`src/rtl/numerador_escalonado_seq.sv`:
```
// Sequential numerator scaler: multiplies N_CH captured numerators by K through one
// shared multiplier, one channel per cycle, and hands the full vector downstream.
module numerador_escalonado_seq #(
    parameter int N_CH = 2,
    parameter int W    = 32,
    parameter int KW   = 8,
    parameter int K    = 100,
    parameter int SAT  = 1
) (
    input  logic              clk,
    input  logic              rst,
    input  logic              in_valid,
    output logic              in_ready,
    input  logic [N_CH*W-1:0] num_in,
    output logic              out_valid,
    input  logic              out_ready,
    output logic [N_CH*W-1:0] num_out,
    output logic [N_CH-1:0]   sat_flag
);

    localparam int IDX_W = (N_CH > 1) ? $clog2(N_CH) : 1;
    localparam logic [IDX_W-1:0] LAST_IDX = IDX_W'(N_CH - 1);
    localparam logic [W+KW-1:0]  K_EXT    = (W+KW)'(K);

    typedef enum logic [1:0] {
        IDLE = 2'd0,
        BUSY = 2'd1,
        DONE = 2'd2
    } state_t;

    state_t              state_r;
    state_t              state_nx_s;
    logic [IDX_W-1:0]    idx_r;
    logic [N_CH*W-1:0]   cap_r;
    logic [N_CH*W-1:0]   num_out_r;
    logic [N_CH-1:0]     sat_r;
    logic                in_ready_r;
    logic                out_valid_r;
    logic [W-1:0]        cap_ch_s;
    logic [W+KW-1:0]     prod_s;
    logic [W:0]          res_s;

    // Overflow flag in the top bit; the wrapped value is kept when saturation is off.
    function automatic logic [W:0] scale_ch(input logic [W+KW-1:0] prod);
        logic ovf;
        ovf = |prod[W+KW-1:W];
        if (!ovf) begin
            scale_ch = {1'b0, prod[W-1:0]};
        end else if (SAT == 1) begin
            scale_ch = {1'b1, {W{1'b1}}};
        end else begin
            scale_ch = {1'b1, prod[W-1:0]};
        end
    endfunction

    // Shared multiplier datapath for the channel currently selected by idx.
    always_comb begin
        cap_ch_s = cap_r[idx_r*W +: W];
        prod_s   = {{KW{1'b0}}, cap_ch_s} * K_EXT;
        res_s    = scale_ch(prod_s);
    end

    // Next-state logic.
    always_comb begin
        state_nx_s = state_r;
        case (state_r)
            IDLE: begin
                if (in_valid) begin
                    state_nx_s = BUSY;
                end else begin
                    state_nx_s = IDLE;
                end
            end
            BUSY: begin
                if (idx_r == LAST_IDX) begin
                    state_nx_s = DONE;
                end else begin
                    state_nx_s = BUSY;
                end
            end
            DONE: begin
                if (out_ready) begin
                    state_nx_s = IDLE;
                end else begin
                    state_nx_s = DONE;
                end
            end
            default: state_nx_s = IDLE;
        endcase
    end

    // State register and handshake outputs, registered from the next state.
    always_ff @(posedge clk) begin
        if (rst) begin
            state_r     <= IDLE;
            in_ready_r  <= 1'b1;
            out_valid_r <= 1'b0;
        end else begin
            state_r     <= state_nx_s;
            in_ready_r  <= (state_nx_s == IDLE);
            out_valid_r <= (state_nx_s == DONE);
        end
    end

    // Capture, channel index and result vector updates.
    always_ff @(posedge clk) begin
        if (rst) begin
            idx_r     <= '0;
            cap_r     <= '0;
            num_out_r <= '0;
            sat_r     <= '0;
        end else begin
            case (state_r)
                IDLE: begin
                    if (in_valid) begin
                        cap_r <= num_in;
                        sat_r <= '0;
                        idx_r <= '0;
                    end
                end
                BUSY: begin
                    num_out_r[idx_r*W +: W] <= res_s[W-1:0];
                    sat_r[idx_r]            <= res_s[W];
                    if (idx_r != LAST_IDX) begin
                        idx_r <= idx_r + IDX_W'(1);
                    end
                end
                DONE: begin
                    idx_r <= '0;
                end
                default: begin
                    idx_r <= '0;
                end
            endcase
        end
    end

    assign in_ready  = in_ready_r;
    assign out_valid = out_valid_r;
    assign num_out   = num_out_r;
    assign sat_flag  = sat_r;

endmodule
```
`config.mk`:
```
export PLATFORM = sky130hd
export DESIGN_NAME = numerador_escalonado_seq
export DESIGN_NICKNAME = d
export VERILOG_FILES = /design/src/rtl/numerador_escalonado_seq.sv
export SDC_FILE = /design/constraint.sdc
export NUM_CORES = 1
export LEC_CHECK = 0
export ABC_AREA = 1
export ABC_CLOCK_PERIOD_IN_PS = 4810
export CORE_MARGIN = 4
export CORE_UTILIZATION = 55
export DETAILED_ROUTE_END_ITERATION = 7
export HOLD_SLACK_MARGIN = 0.15
export PLACE_DENSITY = 0.85
export SLEW_MARGIN = 20
export SYNTH_ARGS = -nofsm -noshare
export SYNTH_HDL_FRONTEND = slang
export SYNTH_SLANG_ARGS = --single-unit
```
`constraint.sdc`:
```
create_clock -name clk -period 4.81 [get_ports clk]
set_input_delay 0.962 -clock clk [delete_from_list [all_inputs] [get_ports clk]]
set_output_delay 0.962 -clock clk [all_outputs]
set_load 0.005 [all_outputs]
```
==> impl_metrics.tcl <==
set metrics [dict create \
    status "complete, no violations" \
    critPathSlowestCell "fa_1" \
    synth_fp_nets 1611 \
    routabilityCongestion 1.005 \
    min_period_ns 4.540 \
    seq_area_frac_synth 0.2757 \
    core_area_um2 17240 \
    most-common-layout-cells "nand2_1, inv_1, nor2_1" \
    hold_class "reg2reg" \
    final_common_cell "nand2_1" \
    clk-insertion-delay-late_ns 0.42 \
    avgViaCountPerCell 5.016 \
    setup_viol 0 \
    io_buffers 135 \
    die_x_um 140.5 \
    max_freq_mhz 220.3 \
    drt_iter0_drc 636 \
    utilization 0.6980 \
    clockBufferDepth 2 \
    p_leak_nw 6.432 \
    drv_cap 0 \
    endpoint_kind "register" \
    slew_violations 0 \
    drc 0 \
    grt-ovfl-total 0 \
    clock-root-buffer "clkbuf_16" \
    tightest_slew_ns 1.017 \
    dr.pass1.iters 6 \
    ir_drop_mv 0.2994 \
    final.setup.tns_ns 0 \
    worstSetupPathType "reg2reg" \
    wl_per_cell_um 13.52 \
    numCtsBuffers 17 \
    synth-async-reset-ratio 0 \
    postSynthAreaPerCell_um2 6.825 \
    finalNetCount 1727 \
    worst-path-max-fanout 22 \
    synth-edff-count 0 \
    place_hpwl_mm 17.63 \
    fin_crit_sh 0.9438 \
    cts_sinks 133 \
    gr-usage-all-layers 0.2402 \
    synth_cells 1415 \
    ios 136 \
    synthesis.area_um2 9658 \
    finalPower_mw 5.222 \
    syn_to_final_growth_pct 24.58 \
    reg2reg_slack_ns 0.27 \
    crit_buf_inv 5 \
    die_area_um2 19740 \
    fin_hold_ws_ns 0.4915 \
    dpl_cell_area_um2 11170 \
    die_h_um 140.5 \
    row_count 48 \
    path_clk_slew_ns 0.06 \
    initial_core_util 0.5603 \
    ys.flop_type "dfxtp_1" \
    fin_worst_skew_ns 0.009638 \
    ys_ff_latch 133 \
    worst_path_most_repeated_cell "nand2_1" \
    grt_pass1_vias 8391 \
    antenna_cells 0 \
    grt_pass1_wl_mm 39.24 \
    totalWireLength_mm 23.92 \
    yosys_warnings 0 \
    final_cell_area_um2 12030 \
    max_stage_delay_ns 0.49 \
    relSlewSlack 0.3219 \
    crit_family "adder cells" \
    cts_tree "yes" \
    cp-start-kind "register" \
    cts_max_level 4 \
    antenna_found_initial 0 \
    vias 8874 \
    finalHoldViolCount 0 \
    path_cells "inv_1 -> buf_4 -> or2_2 -> o21ai_0 -> inv_1 -> ha_1 -> ha_1 -> fa_1 -> ha_2 -> nand2_1 -> nor2_1 -> nand2_1 -> a21oi_1 -> nor2_2 -> nand3_1 -> nand2_1 -> nor2_2 -> nand2_2 -> nor2_8 -> clkbuf_16 -> nand3_1 -> nand2_1 -> inv_1" \
    cp.required_ns 5.12 \
    final_layout_size_suffix_gt1_frac 0.08873 \
    yosys.cell_types.count 32 \
    worstPathArrival_ns 4.85 \
    drtAntennaViolNets 0 \
    grt_start_max_net_pins 68 \
    cellPowerDensity_nw_per_um2 434.0 \
    hold_buffers 0 \
]
worst register-to-register path, delay by kind of cell (launching register included):
family / cells / cell delay, ns
AOI/OAI and AO/OA: 2 / 0.36
DFF: 1 / 0.35
buffers and inverters: 5 / 0.64
and+or+nand+nor: 12 / 1.51
adders and majority gates: 4 / 1.56
worst paths after layout:
| path | from | end | cells past startpoint |
|---|---|---|---|
| min | num_out[1] | num_out[1] | 2 |
| max reg2reg | idx_r | num_out[43] | 23 |
| min reg2reg | num_out[1] | num_out[1] | 2 |
| max | idx_r | num_out[43] | 23 |
power breakdown:
part           leakage, nW  internal, mW  total [mW]  switching, mW
combinational         5.02         0.958        2.54           1.58
clock                0.316         0.947        1.43          0.487
sequential            1.10          1.20        1.25         0.0545
cell families (layout without fill, tap and decap cells):
group | after synthesis | count (layout) | synth area share
compound gates | 185 | 185 | 0.1131
xor+xnor | 24 | 24 | 0.02176
fa+ha+maj | 128 | 128 | 0.1868
buf+inv | 333 | 462 | 0.1356
flops | 133 | 133 | 0.2757
simple gates | 612 | 612 | 0.2670
sequential cells by signal (all words and copies together) (netlist names):
name and flops:
out_valid 1, idx_r 1, sat_flag 2, state_r 2
in_ready 1, num_out 62, cap_r 64
what timing repair did:
item / CTS / global route
resized for setup: 1 / 63
pin swaps: 0 / 3
endpoints found under the hold margin: 0 / 0
buffers inserted: 0 / 3
setup endpoints to repair: 9 / 60
cloned: 0 / 1
cell type report:
cell class	instances	area, um2
Timing Repair Buffer	152	1525
Clock inverter	12	201.4
Sequential cell	133	2663
Fill cell	1383	5205
Multi-Input combinational cell	949	5861
Clock buffer	20	456.7
Inverter	278	1044
Tap cell	225	281.5
metrics by stage:
stage | worst slack (ns) | std cells
final | 0.2703 | 1769
after CTS | 0.05079 | 1765
after detailed placement | 0.08206 | 1733
after global routing | -0.008575 | 1769
after floorplan | 0.5531 | 1415
after global placement | 0.1362 | 1733
cells in the mapped netlist, types with 5 or more instances:
cell	n	area, um2
or2_2	23	143.9
nor3_1	5	25.02
fa_1	27	540.5
clkbuf_1	41	153.9
nor2_1	176	660.6
xnor2_1	8	70.07
nand2_1	290	1089
buf_6	6	67.56
inv_1	276	1036
nand2_2	8	50.05
ha_1	101	1264
a21oi_1	28	140.1
o21ai_0	88	440.4
buf_2	6	30.03
o21a_1	61	457.9
nor2_2	5	31.28
nand3_1	92	460.4
dfxtp_1	133	2663
xor2_1	16	140.1
a31oi_1	5	31.28
metal layers:
| metal | share of wire | up-vias | global-route usage |
|---|---|---|---|
| met5 | 0 | - | 0 |
| li1 | - | 4606 | - |
| met4 | 0.025 | 0 | 0.08516 |
| met2 | 0.46 | 277 | 0.3891 |
| met1 | 0.46 | 3957 | 0.3242 |
| met3 | 0.055 | 34 | 0.04063 |
Note: power is estimated with default switching activity, not from simulation.
